[src/rtl/clock_gate_pkg.sv]
// clock_gate_pkg: shared types and constants for the clock-gate controller.
//   cg_state_e          per-channel FSM state (OFF, WAKE, ON, HOLD), 2-bit
//   CG_CNT_W            width of the wake/idle counters
//   CG_NUM_CH           number of gated channels
//   CG_WAKE_CYCLES_DEF  default gate-rise to ack-rise delay
//   CG_IDLE_CYCLES_DEF  default request-drop to gate-fall delay
package clock_gate_pkg;

    localparam int CG_CNT_W           = 8;
    localparam int CG_NUM_CH          = 3;
    localparam int CG_WAKE_CYCLES_DEF = 2;
    localparam int CG_IDLE_CYCLES_DEF = 8;

    typedef enum logic [1:0] {
        OFF  = 2'd0,
        WAKE = 2'd1,
        ON   = 2'd2,
        HOLD = 2'd3
    } cg_state_e;

endpackage

[src/rtl/clock_gate_chan.sv]
// clock_gate_chan: one request/acknowledge channel FSM with its wake and
// idle counters.
//   clk       always-on clock
//   rst       synchronous reset, active-high
//   req       level request for this channel
//   gate_nxt  gate enable implied by the next state (registered by the top)
//   ack_nxt   acknowledge implied by the next state (registered by the top)
//   act_nxt   next state is not OFF (feeds busy)
// The outputs are derived from the next state so that the single output
// register in the top changes on the same edge as the state itself.
module clock_gate_chan
    import clock_gate_pkg::*;
#(
    parameter int WAKE_CYCLES = CG_WAKE_CYCLES_DEF,
    parameter int IDLE_CYCLES = CG_IDLE_CYCLES_DEF
) (
    input  logic clk,
    input  logic rst,
    input  logic req,
    output logic gate_nxt,
    output logic ack_nxt,
    output logic act_nxt
);

    localparam logic [CG_CNT_W-1:0] WAKE_LOAD = CG_CNT_W'(WAKE_CYCLES - 1);
    localparam logic [CG_CNT_W-1:0] IDLE_LOAD = CG_CNT_W'(IDLE_CYCLES - 1);
    localparam logic [CG_CNT_W-1:0] CNT_ONE   = CG_CNT_W'(1);

    cg_state_e             state_q, state_d;
    logic [CG_CNT_W-1:0]   wake_cnt_q, wake_cnt_d;
    logic [CG_CNT_W-1:0]   idle_cnt_q, idle_cnt_d;

    always_comb begin
        state_d    = state_q;
        wake_cnt_d = wake_cnt_q;
        idle_cnt_d = idle_cnt_q;
        case (state_q)
            OFF: begin
                if (req) begin
                    state_d    = WAKE;
                    wake_cnt_d = WAKE_LOAD;
                end
            end
            // The wake always runs to completion; req only chooses where it lands.
            WAKE: begin
                if (wake_cnt_q != '0) begin
                    wake_cnt_d = wake_cnt_q - CNT_ONE;
                end else if (req) begin
                    state_d = ON;
                end else begin
                    state_d    = HOLD;
                    idle_cnt_d = IDLE_LOAD;
                end
            end
            ON: begin
                if (!req) begin
                    state_d    = HOLD;
                    idle_cnt_d = IDLE_LOAD;
                end
            end
            // Clock is still running here, so a re-request skips the wake.
            HOLD: begin
                if (req) begin
                    state_d = ON;
                end else if (idle_cnt_q == '0) begin
                    state_d = OFF;
                end else begin
                    idle_cnt_d = idle_cnt_q - CNT_ONE;
                end
            end
            default: state_d = OFF;
        endcase
    end

    always_ff @(posedge clk) begin
        if (rst) begin
            state_q    <= OFF;
            wake_cnt_q <= '0;
            idle_cnt_q <= '0;
        end else begin
            state_q    <= state_d;
            wake_cnt_q <= wake_cnt_d;
            idle_cnt_q <= idle_cnt_d;
        end
    end

    assign gate_nxt = (state_d != OFF);
    assign ack_nxt  = (state_d == ON);
    assign act_nxt  = (state_d != OFF);

endmodule

[src/rtl/clock_gate_ctrl.sv]
// clock_gate_ctrl: per-channel clock-gate enable generator.
//   clk       always-on clock
//   rst       synchronous reset, active-high (overrides everything)
//   req[2:0]  per-channel level request
//   ack[2:0]  per-channel clock-running acknowledge, registered
//   clkGate   per-channel gate enable to the gating block, registered
//   busy      any channel not in OFF, registered
//   force_on  only with CLOCK_GATE_FORCE_EN: opens all gates while high,
//             leaving the FSMs, ack and busy untouched
module clock_gate_ctrl
    import clock_gate_pkg::*;
#(
    parameter int WAKE_CYCLES = CG_WAKE_CYCLES_DEF,
    parameter int IDLE_CYCLES = CG_IDLE_CYCLES_DEF
) (
    input  logic                 clk,
    input  logic                 rst,
    input  logic [CG_NUM_CH-1:0] req,
`ifdef CLOCK_GATE_FORCE_EN
    input  logic                 force_on,
`endif
    output logic [CG_NUM_CH-1:0] ack,
    output logic [CG_NUM_CH-1:0] clkGate,
    output logic                 busy
);

    logic [CG_NUM_CH-1:0] gate_nxt, ack_nxt, act_nxt;
    logic [CG_NUM_CH-1:0] clk_gate_q, clk_gate_d;
    logic [CG_NUM_CH-1:0] ack_q, ack_d;
    logic                 busy_q, busy_d;

    for (genvar i = 0; i < CG_NUM_CH; i++) begin : g_chan
        clock_gate_chan #(
            .WAKE_CYCLES (WAKE_CYCLES),
            .IDLE_CYCLES (IDLE_CYCLES)
        ) u_chan (
            .clk      (clk),
            .rst      (rst),
            .req      (req[i]),
            .gate_nxt (gate_nxt[i]),
            .ack_nxt  (ack_nxt[i]),
            .act_nxt  (act_nxt[i])
        );
    end

    always_comb begin
`ifdef CLOCK_GATE_FORCE_EN
        clk_gate_d = gate_nxt | {CG_NUM_CH{force_on}};
`else
        clk_gate_d = gate_nxt;
`endif
        ack_d  = ack_nxt;
        busy_d = |act_nxt;
    end

    always_ff @(posedge clk) begin
        if (rst) begin
            clk_gate_q <= '0;
            ack_q      <= '0;
            busy_q     <= 1'b0;
        end else begin
            clk_gate_q <= clk_gate_d;
            ack_q      <= ack_d;
            busy_q     <= busy_d;
        end
    end

    assign clkGate = clk_gate_q;
    assign ack     = ack_q;
    assign busy    = busy_q;

endmodule

[config.mk]
export PLATFORM = sky130hd
export DESIGN_NAME = clock_gate_ctrl
export DESIGN_NICKNAME = d
export VERILOG_FILES = /design/src/rtl/clock_gate_pkg.sv /design/src/rtl/clock_gate_chan.sv /design/src/rtl/clock_gate_ctrl.sv
export SDC_FILE = /design/constraint.sdc
export NUM_CORES = 1
export LEC_CHECK = 0
export ABC_AREA = 0
export ABC_CLOCK_PERIOD_IN_PS = 2380
export BUFFER_PORTS_ARGS = -buffer_cell sky130_fd_sc_hd__clkbuf_2
export CAP_MARGIN = 20
export CORE_MARGIN = 2
export CORE_UTILIZATION = 47
export CTS_CLUSTER_DIAMETER = 40
export CTS_CLUSTER_SIZE = 30
export DETAILED_ROUTE_END_ITERATION = 7
export GPL_TIMING_DRIVEN = 0
export PLACE_DENSITY_LB_ADDON = 0.2
export SETUP_SLACK_MARGIN = 0.4
export SLEW_MARGIN = 20
export SYNTH_ARGS = -nofsm -noshare
export SYNTH_HDL_FRONTEND = slang
export SYNTH_SLANG_ARGS = --single-unit
[constraint.sdc]
create_clock -name clk -period 2.38 [get_ports clk]
set_clock_uncertainty 0.15 [all_clocks]
set_input_delay 0.238 -clock clk [delete_from_list [all_inputs] [get_ports clk]]
set_output_delay 0.238 -clock clk [all_outputs]
set_load 0.01 [all_outputs]
==> metrics.cfg, run 1 <==
[worst_setup_path]
timing.critical_path.cells=inv_2 -> ha_4 -> or3b_4 -> or3_4 -> or4_4 -> a21oi_2
worst-endpoint-required_ns=2.51
standard_cell_with_the_maximum_stage_delay_on_the_critical_path=sky130_fd_sc_hd__or4_4
endpoint_kind=flip-flop
worst_setup_path_endpoint=g_chan[2].u_chan.idle_cnt_q[6]$_SDFFE_PP0P_
critPathLaunchType=flip-flop
critical_path.reg2reg.startpoint=g_chan[2].u_chan.idle_cnt_q[0]$_SDFFE_PP0P_
reg2reg_setup_slack_ns=0.37
critPathKind=flip-flop to flip-flop
critical_path_launch_point=g_chan[2].u_chan.idle_cnt_q[0]$_SDFFE_PP0P_
worst_ep_arrival_time_ns=2.14
r2r-end=g_chan[2].u_chan.idle_cnt_q[6]$_SDFFE_PP0P_
critPathTopFamily=simple AND/OR/NAND/NOR gates
critPathMaxStageDelay_ns=0.42
crit_buf_inv=1
worst-r2r-cell-count=6
critical_path_peak_fanout=3
critical_path_depth=6

[synthesis]
synth-main-ff-cell=sky130_fd_sc_hd__dfxtp_1
synth_area_per_cell_um2=8.62
syn-cell-area_um2=3250
synth.distinct_cells=62
synth_edf_count=0
synth-async-reset-ratio_pct=0
synth_warnings=0
syn-num-nets=388
ys_ff_latch=61
netlist_instances=377
synth_seq_area_share_pct=37.6

[die]
die-width_um=87.1
die-height_um=87.1
core.rowCount=30
ioPinCount=12
floorplan.initialDensity_pct=48.1
placeableCoreArea_um2=6760
overall_die_area_um2=7590

[place]
hpwl_um=4910
portBuffers=11
postPlaceCellArea_um2=3430
gpl.final_weighted_congestion=0.847
placed_cells_incl_taps=468

[grt]
global_route_wire_length_before_repair_um=13000
maximum_number_of_pins_on_one_net_before_global_route_repair=11
grtUsageTotal_pct=21.2
grt_ovf=0
first_global_vias=2827
antenna_violations_before_repair=0

[timing]
slew_headroom_pct=55.8
rsz0062_at_grt=yes
final-setup-viol-count=0
final_min_period_over_clock_period_pct=84.4
report.final.slew_viol_count=0
finalHoldViolCount=0
finalCriticalPeriod_ns=2.01
worstMarginPinSlew_ns=0.663
max_freq_mhz=498
finalHoldWorstSlack_ns=0.219
setup-tns-final_ns=0

[finish]
num-nets-final=434
seqCellArea_um2=1240
multi_input_logic_area_um2=2230
layout.cell_area.non_filler_um2=4180
num-fill-cells=570
layout-drive-gt1-share_pct=33.4
area.growth.synth_to_final_pct=28.8
fin_cells=508
antenna_diode_count=0
utilization_pct=61.9

[pwr]
p_int_w=0.00399
static-leakage-power_nw=1.60
comb_power_share_pct=59.6
netSwitchingFraction_pct=42.5
worst_vdd_rail_ir_drop_mv=0.877
pwr_density_cell_nw_per_um2=1660
power.share.clock_pct=13.4
power.switching_w=0.00294
power_frac_seq_pct=27.0

[hold_path]
hold_depth=4
min-delay-path-class=primary input to flip-flop

[cts]
tritoncts=done
number_of_buffers_created_by_cts=9
number_of_sinks_driven_by_the_clock_tree=61
clk_path_buf_depth=2
clk_pin_slew_ns=0.07
ctsRootBufferMaster=sky130_fd_sc_hd__clkbuf_8
ctsHoldBuffers=0
clkLatencyLatePin_ns=0.35
h-tree-depth=3

[routing]
ant_nets=0
drc=0
postRouteWirelength_um=7880
drt_iter0_markers=105
detail_route.first_pass.iterations=5
route.vias.total=3062
vias_per_cell=6.03
per_cell_routed_wire_length_um=15.5

[outcome]
outcome=complete, no violations

[run]
drv_cap=0

[placed cells by master, fill, tap and decap left out, types with 5 or more instances in the layout]
cell,netlist,layout
sky130_fd_sc_hd__nor2_1,29,28
sky130_fd_sc_hd__o21ai_0,9,8
sky130_fd_sc_hd__clkbuf_2,0,14
sky130_fd_sc_hd__a31oi_1,6,6
sky130_fd_sc_hd__nand2_1,20,19
sky130_fd_sc_hd__clkbuf_1,13,9
sky130_fd_sc_hd__inv_2,0,6
sky130_fd_sc_hd__nor3_1,14,12
sky130_fd_sc_hd__or4_4,2,7
sky130_fd_sc_hd__o211ai_1,5,5
sky130_fd_sc_hd__dfxtp_2,0,12
sky130_fd_sc_hd__o21a_1,7,7
sky130_fd_sc_hd__or2_2,6,6
sky130_fd_sc_hd__o31ai_1,16,14
sky130_fd_sc_hd__clkbuf_8,0,10
sky130_fd_sc_hd__buf_4,0,22
sky130_fd_sc_hd__a211oi_1,7,5
sky130_fd_sc_hd__xnor2_1,5,5
sky130_fd_sc_hd__a21oi_1,25,20
sky130_fd_sc_hd__or3_1,10,6
sky130_fd_sc_hd__or4_1,15,10
sky130_fd_sc_hd__and2_1,6,6
sky130_fd_sc_hd__dfxtp_1,61,47
sky130_fd_sc_hd__o21bai_1,5,5
sky130_fd_sc_hd__inv_1,26,20
[area by class of cell]
cell class                      instances  area share (%)
Multi-Input combinational cell        276            53.2
Sequential cell                        61            29.7
Timing Repair Buffer                   35            5.80
Clock buffer                           12            3.47
Tap cell                               80            2.39
Inverter                               26            2.33
Buffer                                 14            1.91
Clock inverter                          4            1.14
[cells by family (layout without fill, tap and decap cells)]
family	count (synthesis)	in the layout	synth area share (%)
buffers and inverters	40	91	4.66
adders and majority gates	6	6	2.31
and+or+nand+nor	142	142	25.7
xor gates and xnor gates	6	6	1.62
DFF	61	61	37.6
AOI/OAI and AO/OA	117	117	26.6
muxes	5	5	1.58
[layer usage]
layer  wire length (um)  global-route usage (%)  part of all wire [%]  vias up
met5                  0                       0                     0        -
met1               3660                    27.4                    46     1457
met4                 73                    7.97                  0.93        0
met3                263                    3.22                   3.3        8
li1                   -                       -                     -     1538
met2               3880                    35.7                    49       59
[worst min-delay path by stage]
| stage | from | endpoint | slack (ns) |
|---|---|---|---|
| floorplan | g_chan[2].u_chan.wake_cnt_q[0]$_SDFFE_PP0P_ | g_chan[2].u_chan.wake_cnt_q[0]$_SDFFE_PP0P_ | 0.28 |
| global placement | g_chan[2].u_chan.wake_cnt_q[0]$_SDFFE_PP0P_ | g_chan[2].u_chan.wake_cnt_q[0]$_SDFFE_PP0P_ | 0.30 |
| detailed placement | g_chan[2].u_chan.wake_cnt_q[0]$_SDFFE_PP0P_ | g_chan[2].u_chan.wake_cnt_q[0]$_SDFFE_PP0P_ | 0.31 |
| CTS | req[1] | g_chan[1].u_chan.wake_cnt_q[1]$_SDFFE_PP0P_ | 0.21 |
| global route | req[2] | g_chan[2].u_chan.wake_cnt_q[5]$_SDFFE_PP0P_ | 0.28 |
| finish | req[1] | g_chan[1].u_chan.wake_cnt_q[1]$_SDFFE_PP0P_ | 0.22 |
[cell usage after synthesis, types with 6 or more instances]
cell                       count  area, um^2
sky130_fd_sc_hd__dfxtp_1      61        1220
sky130_fd_sc_hd__nor2_1       29         109
sky130_fd_sc_hd__inv_1        26        97.6
sky130_fd_sc_hd__a21oi_1      25         125
sky130_fd_sc_hd__nand2_1      20        75.1
sky130_fd_sc_hd__o31ai_1      16         120
sky130_fd_sc_hd__or4_1        15         113
sky130_fd_sc_hd__nor3_1       14        70.1
sky130_fd_sc_hd__clkbuf_1     13        48.8
sky130_fd_sc_hd__or3_1        10        62.6
sky130_fd_sc_hd__o21ai_0       9        45.0
sky130_fd_sc_hd__nor4_1        8        50.1
sky130_fd_sc_hd__a211oi_1      7        52.6
sky130_fd_sc_hd__o21a_1        7        52.6
sky130_fd_sc_hd__a31oi_1       6        37.5
sky130_fd_sc_hd__and2_1        6        37.5
sky130_fd_sc_hd__ha_1          6        75.1
sky130_fd_sc_hd__or2_2         6        37.5
[state kept, by name (all words and copies together) (netlist names)]
register	count
g_chan.u_chan.idle_cnt_q	24
g_chan.u_chan.wake_cnt_q	24
g_chan.u_chan.state_q	6
ack	3
clkGate	3
busy	1
[power by group through the flow]
stage               clock, W  sequential (W)  combinational [W]
detailed placement         0         0.00178            0.00295
finish              0.000926         0.00187            0.00413
global placement           0         0.00176            0.00289
floorplan                  0         0.00171            0.00240
global route        0.000983         0.00193            0.00454
CTS                 0.000936         0.00179            0.00362
[tightest hold or removal path, cell delays in order]
cell and delay (ns):
sky130_fd_sc_hd__clkbuf_2 0.09, sky130_fd_sc_hd__o21bai_1 0.16, sky130_fd_sc_hd__nand3_1 0.11, sky130_fd_sc_hd__o21ai_0 0.07
[timing repair]
action	4_1_cts	5_1_grt
endpoints found under the setup margin	37	49
cloned	2	0
resized for setup	49	54
pin swaps	15	21
setup buffers	17	5
[stage by stage]
| stage | setup slack (ns) | total power, W |
|---|---|---|
| detailed placement | 0.0249 | 0.00473 |
| floorplan | 0.398 | 0.00411 |
| global placement | 0.0631 | 0.00466 |
| global route | 0.291 | 0.00745 |
| CTS | 0.340 | 0.00635 |
| finish | 0.371 | 0.00693 |
No activity file was read; power rests on OpenSTA's default activity.
==> run 2: changes to the inputs <==
Settings changed: ABC_CLOCK_PERIOD_IN_PS 2380 to 1610.
Clock period 2.38 ns to 1.61 ns, I/O delays scaled along.
==> run 2 against run 1 <==
The run now ends with negative setup slack left. Sequential share of layout area decreased by 4.7 points. First-iteration DRC count increased by 44%. Fmax decreased by 0.53%. Cell count increased by 7.5%. Via count increased by 11%. Utilization increased by 13 points. Combinational power increased by 130%. Sequential power increased by 52%. Setup slack got worse by 0.78 ns. Register-to-register slack got worse by 0.78 ns. Die area unchanged. Flip-flop and latch count unchanged. Largest power group unchanged. Highest routed layer unchanged.
==> metrics.cfg, run 2 (synthesized netlist as in run 1, its figures left out) <==
[worst_setup_path]
critPathMaxStageDelay_ns=0.51  ; +0.09 ns
worst-endpoint-required_ns=1.66  ; -0.85 ns
timing.critical_path.cells=inv_2 -> ha_4 -> or4b_4 -> buf_6 -> nor4_4 -> o221a_2 -> a41oi_2
critPathLaunchType=flip-flop
reg2reg_setup_slack_ns=-0.41  ; -0.78 ns
worst_ep_arrival_time_ns=2.07  ; -0.07 ns
critical_path_peak_fanout=3  ; unchanged
critPathKind=flip-flop to flip-flop
standard_cell_with_the_maximum_stage_delay_on_the_critical_path=sky130_fd_sc_hd__or4b_4
endpoint_kind=flip-flop

[place]
gpl.final_weighted_congestion=0.778  ; -8.2%
portBuffers=11  ; unchanged
placed_cells_incl_taps=468  ; unchanged
hpwl_um=5400  ; +9.9%

[die]
die-width_um=87.1  ; unchanged
floorplan.initialDensity_pct=48.1  ; unchanged
ioPinCount=12  ; unchanged
core.rowCount=30  ; unchanged
placeableCoreArea_um2=6760  ; unchanged
die-height_um=87.1  ; unchanged
overall_die_area_um2=7590  ; unchanged

[routing]
drc=0  ; unchanged
detail_route.first_pass.iterations=4  ; -1
postRouteWirelength_um=9790  ; +24%
route.vias.total=3387  ; +11%
ant_nets=0  ; unchanged
drt_iter0_markers=151  ; +44%
vias_per_cell=6.20  ; +2.9%
per_cell_routed_wire_length_um=17.9  ; +16%

[finish]
num-fill-cells=440  ; -23%
antenna_diode_count=0  ; unchanged
seqCellArea_um2=1270  ; +2.5%
num-nets-final=473  ; +9.0%
area.growth.synth_to_final_pct=56.8
commonest_cells_after_routing_fill_and_taps_aside=36 x sky130_fd_sc_hd__buf_4, 32 x sky130_fd_sc_hd__dfxtp_1, 24 x sky130_fd_sc_hd__nor2_1, 23 x sky130_fd_sc_hd__buf_6, 22 x sky130_fd_sc_hd__dfxtp_2
multi_input_logic_area_um2=2720  ; +22%
reg.largest.list=g_chan.u_chan.idle_cnt_q: 24 flops, g_chan.u_chan.wake_cnt_q: 24 flops, g_chan.u_chan.state_q: 6 flops
layout.cells.most_common=sky130_fd_sc_hd__buf_4
fin_cells=546  ; +7.5%
layout-drive-gt1-share_pct=53.6  ; +20 points

[timing]
worstMarginPinSlew_ns=0.966  ; +0.302 ns
rsz0062_at_grt=yes
final_min_period_over_clock_period_pct=125  ; +41 points
final-setup-viol-count=58  ; +58
setup-tns-final_ns=-13.10  ; -13.10 ns
report.final.slew_viol_count=0  ; unchanged
finalHoldViolCount=0  ; unchanged
finalCriticalPeriod_ns=2.02  ; +0.0106 ns
slew_headroom_pct=35.6  ; -20 points
layout_setup_ws_ns=-0.409  ; -0.781 ns
max_freq_mhz=495  ; -0.53%

[cts]
clk_path_buf_depth=2  ; unchanged
number_of_buffers_created_by_cts=9  ; unchanged
clkLatencyLatePin_ns=0.34  ; about the same
clk_pin_slew_ns=0.07  ; about the same
tritoncts=done
ctsHoldBuffers=0  ; unchanged
number_of_sinks_driven_by_the_clock_tree=61  ; unchanged
h-tree-depth=3  ; unchanged
ctsRootBufferMaster=sky130_fd_sc_hd__clkbuf_8

[grt]
grt_ovf=0  ; unchanged
first_global_vias=3291  ; +16%
antenna_violations_before_repair=0  ; unchanged
grtUsageTotal_pct=25.4  ; +4.2 points
maximum_number_of_pins_on_one_net_before_global_route_repair=11  ; unchanged
global_route_wire_length_before_repair_um=15400  ; +18%

[outcome]
outcome=complete, but fails checks
failing_checks=negative setup slack

[pwr]
worst_vdd_rail_ir_drop_mv=1.68  ; +91%
pwr_density_cell_nw_per_um2=2670  ; +61%
static-leakage-power_nw=1.92  ; +20%

[hold_path]
min-delay-path-class=primary input to flip-flop

[run]
drv_cap=0  ; unchanged

[run 2: through the flow]
stage	instance area [um^2]	util (%)	setup slack, ns	power, W	hold WS [ns]
after floorplan	3630	-	-0.317	0.00739	0.259
after global placement	3790	56.1	-0.482	0.00828	0.275
after detailed placement	3790	56.1	-0.526	0.00844	0.284
after CTS	4690	69.4	-0.385	0.0120	0.0793
after global routing	5090	75.4	-0.472	0.0144	0.134
final	5090	75.4	-0.409	0.0136	0.107
[run 2: cell type report]
type | count | area share (%)
Tap cell | 80 | 1.97
Clock inverter | 2 | 0.197
Multi-Input combinational cell | 278 | 53.5
Inverter | 26 | 1.92
Buffer | 14 | 2.26
Clock buffer | 13 | 2.92
Sequential cell | 61 | 25.0
Timing Repair Buffer | 72 | 12.2
[run 2: worst paths after layout]
path | depth (start not counted) | start | endpoint
max | 7 | g_chan[0].u_chan.idle_cnt_q[0]$_SDFFE_PP0P_ | busy$_SDFF_PP0_
min | 4 | req[1] | g_chan[1].u_chan.wake_cnt_q[1]$_SDFFE_PP0P_
max reg2reg | 7 | g_chan[0].u_chan.idle_cnt_q[0]$_SDFFE_PP0P_ | busy$_SDFF_PP0_
min reg2reg | 2 | g_chan[0].u_chan.wake_cnt_q[5]$_SDFFE_PP0P_ | g_chan[0].u_chan.wake_cnt_q[5]$_SDFFE_PP0P_
[run 2: critical path: cells and delay by family, from the launching register on]
| family | cells | cell delay (ns) |
|---|---|---|
| adder cells (fa/ha/maj) | 1 | 0.13 |
| AO/OA/AOI/OAI | 2 | 0.37 |
| flip-flops | 1 | 0.32 |
| AND/OR/NAND/NOR | 2 | 0.69 |
| buffers and inverters | 2 | 0.22 |
[run 2: layer usage]
metal	track usage [%]	vias to the layer above	wire [um]	share of wire [%]
met2	44.2	76	5020	51
met1	30.9	1656	4120	42
met3	3.89	32	330	3.4
met4	11.3	0	314	3.2
li1	-	1623	-	-
met5	0	-	0	0
[run 2: what timing repair did]
action / 4_1_cts / 5_1_grt
endpoints found under the hold margin: 0 / 0
resized for setup: 82 / 57
gates cloned: 3 / 0
setup buffers: 42 / 18
endpoints found under the setup margin: 61 / 61
pin swaps: 37 / 24
[run 2: where the power goes]
| group | leakage, nW | total (W) | switching, W | internal [W] |
|---|---|---|---|---|
| Clock | 0.0833 | 0.00119 | 0.000597 | 0.000589 |
| Combinational | 1.33 | 0.00959 | 0.00449 | 0.00510 |
| Sequential | 0.513 | 0.00284 | 0.000690 | 0.00215 |
| Total | 1.92 | 0.0136 | 0.00577 | 0.00784 |
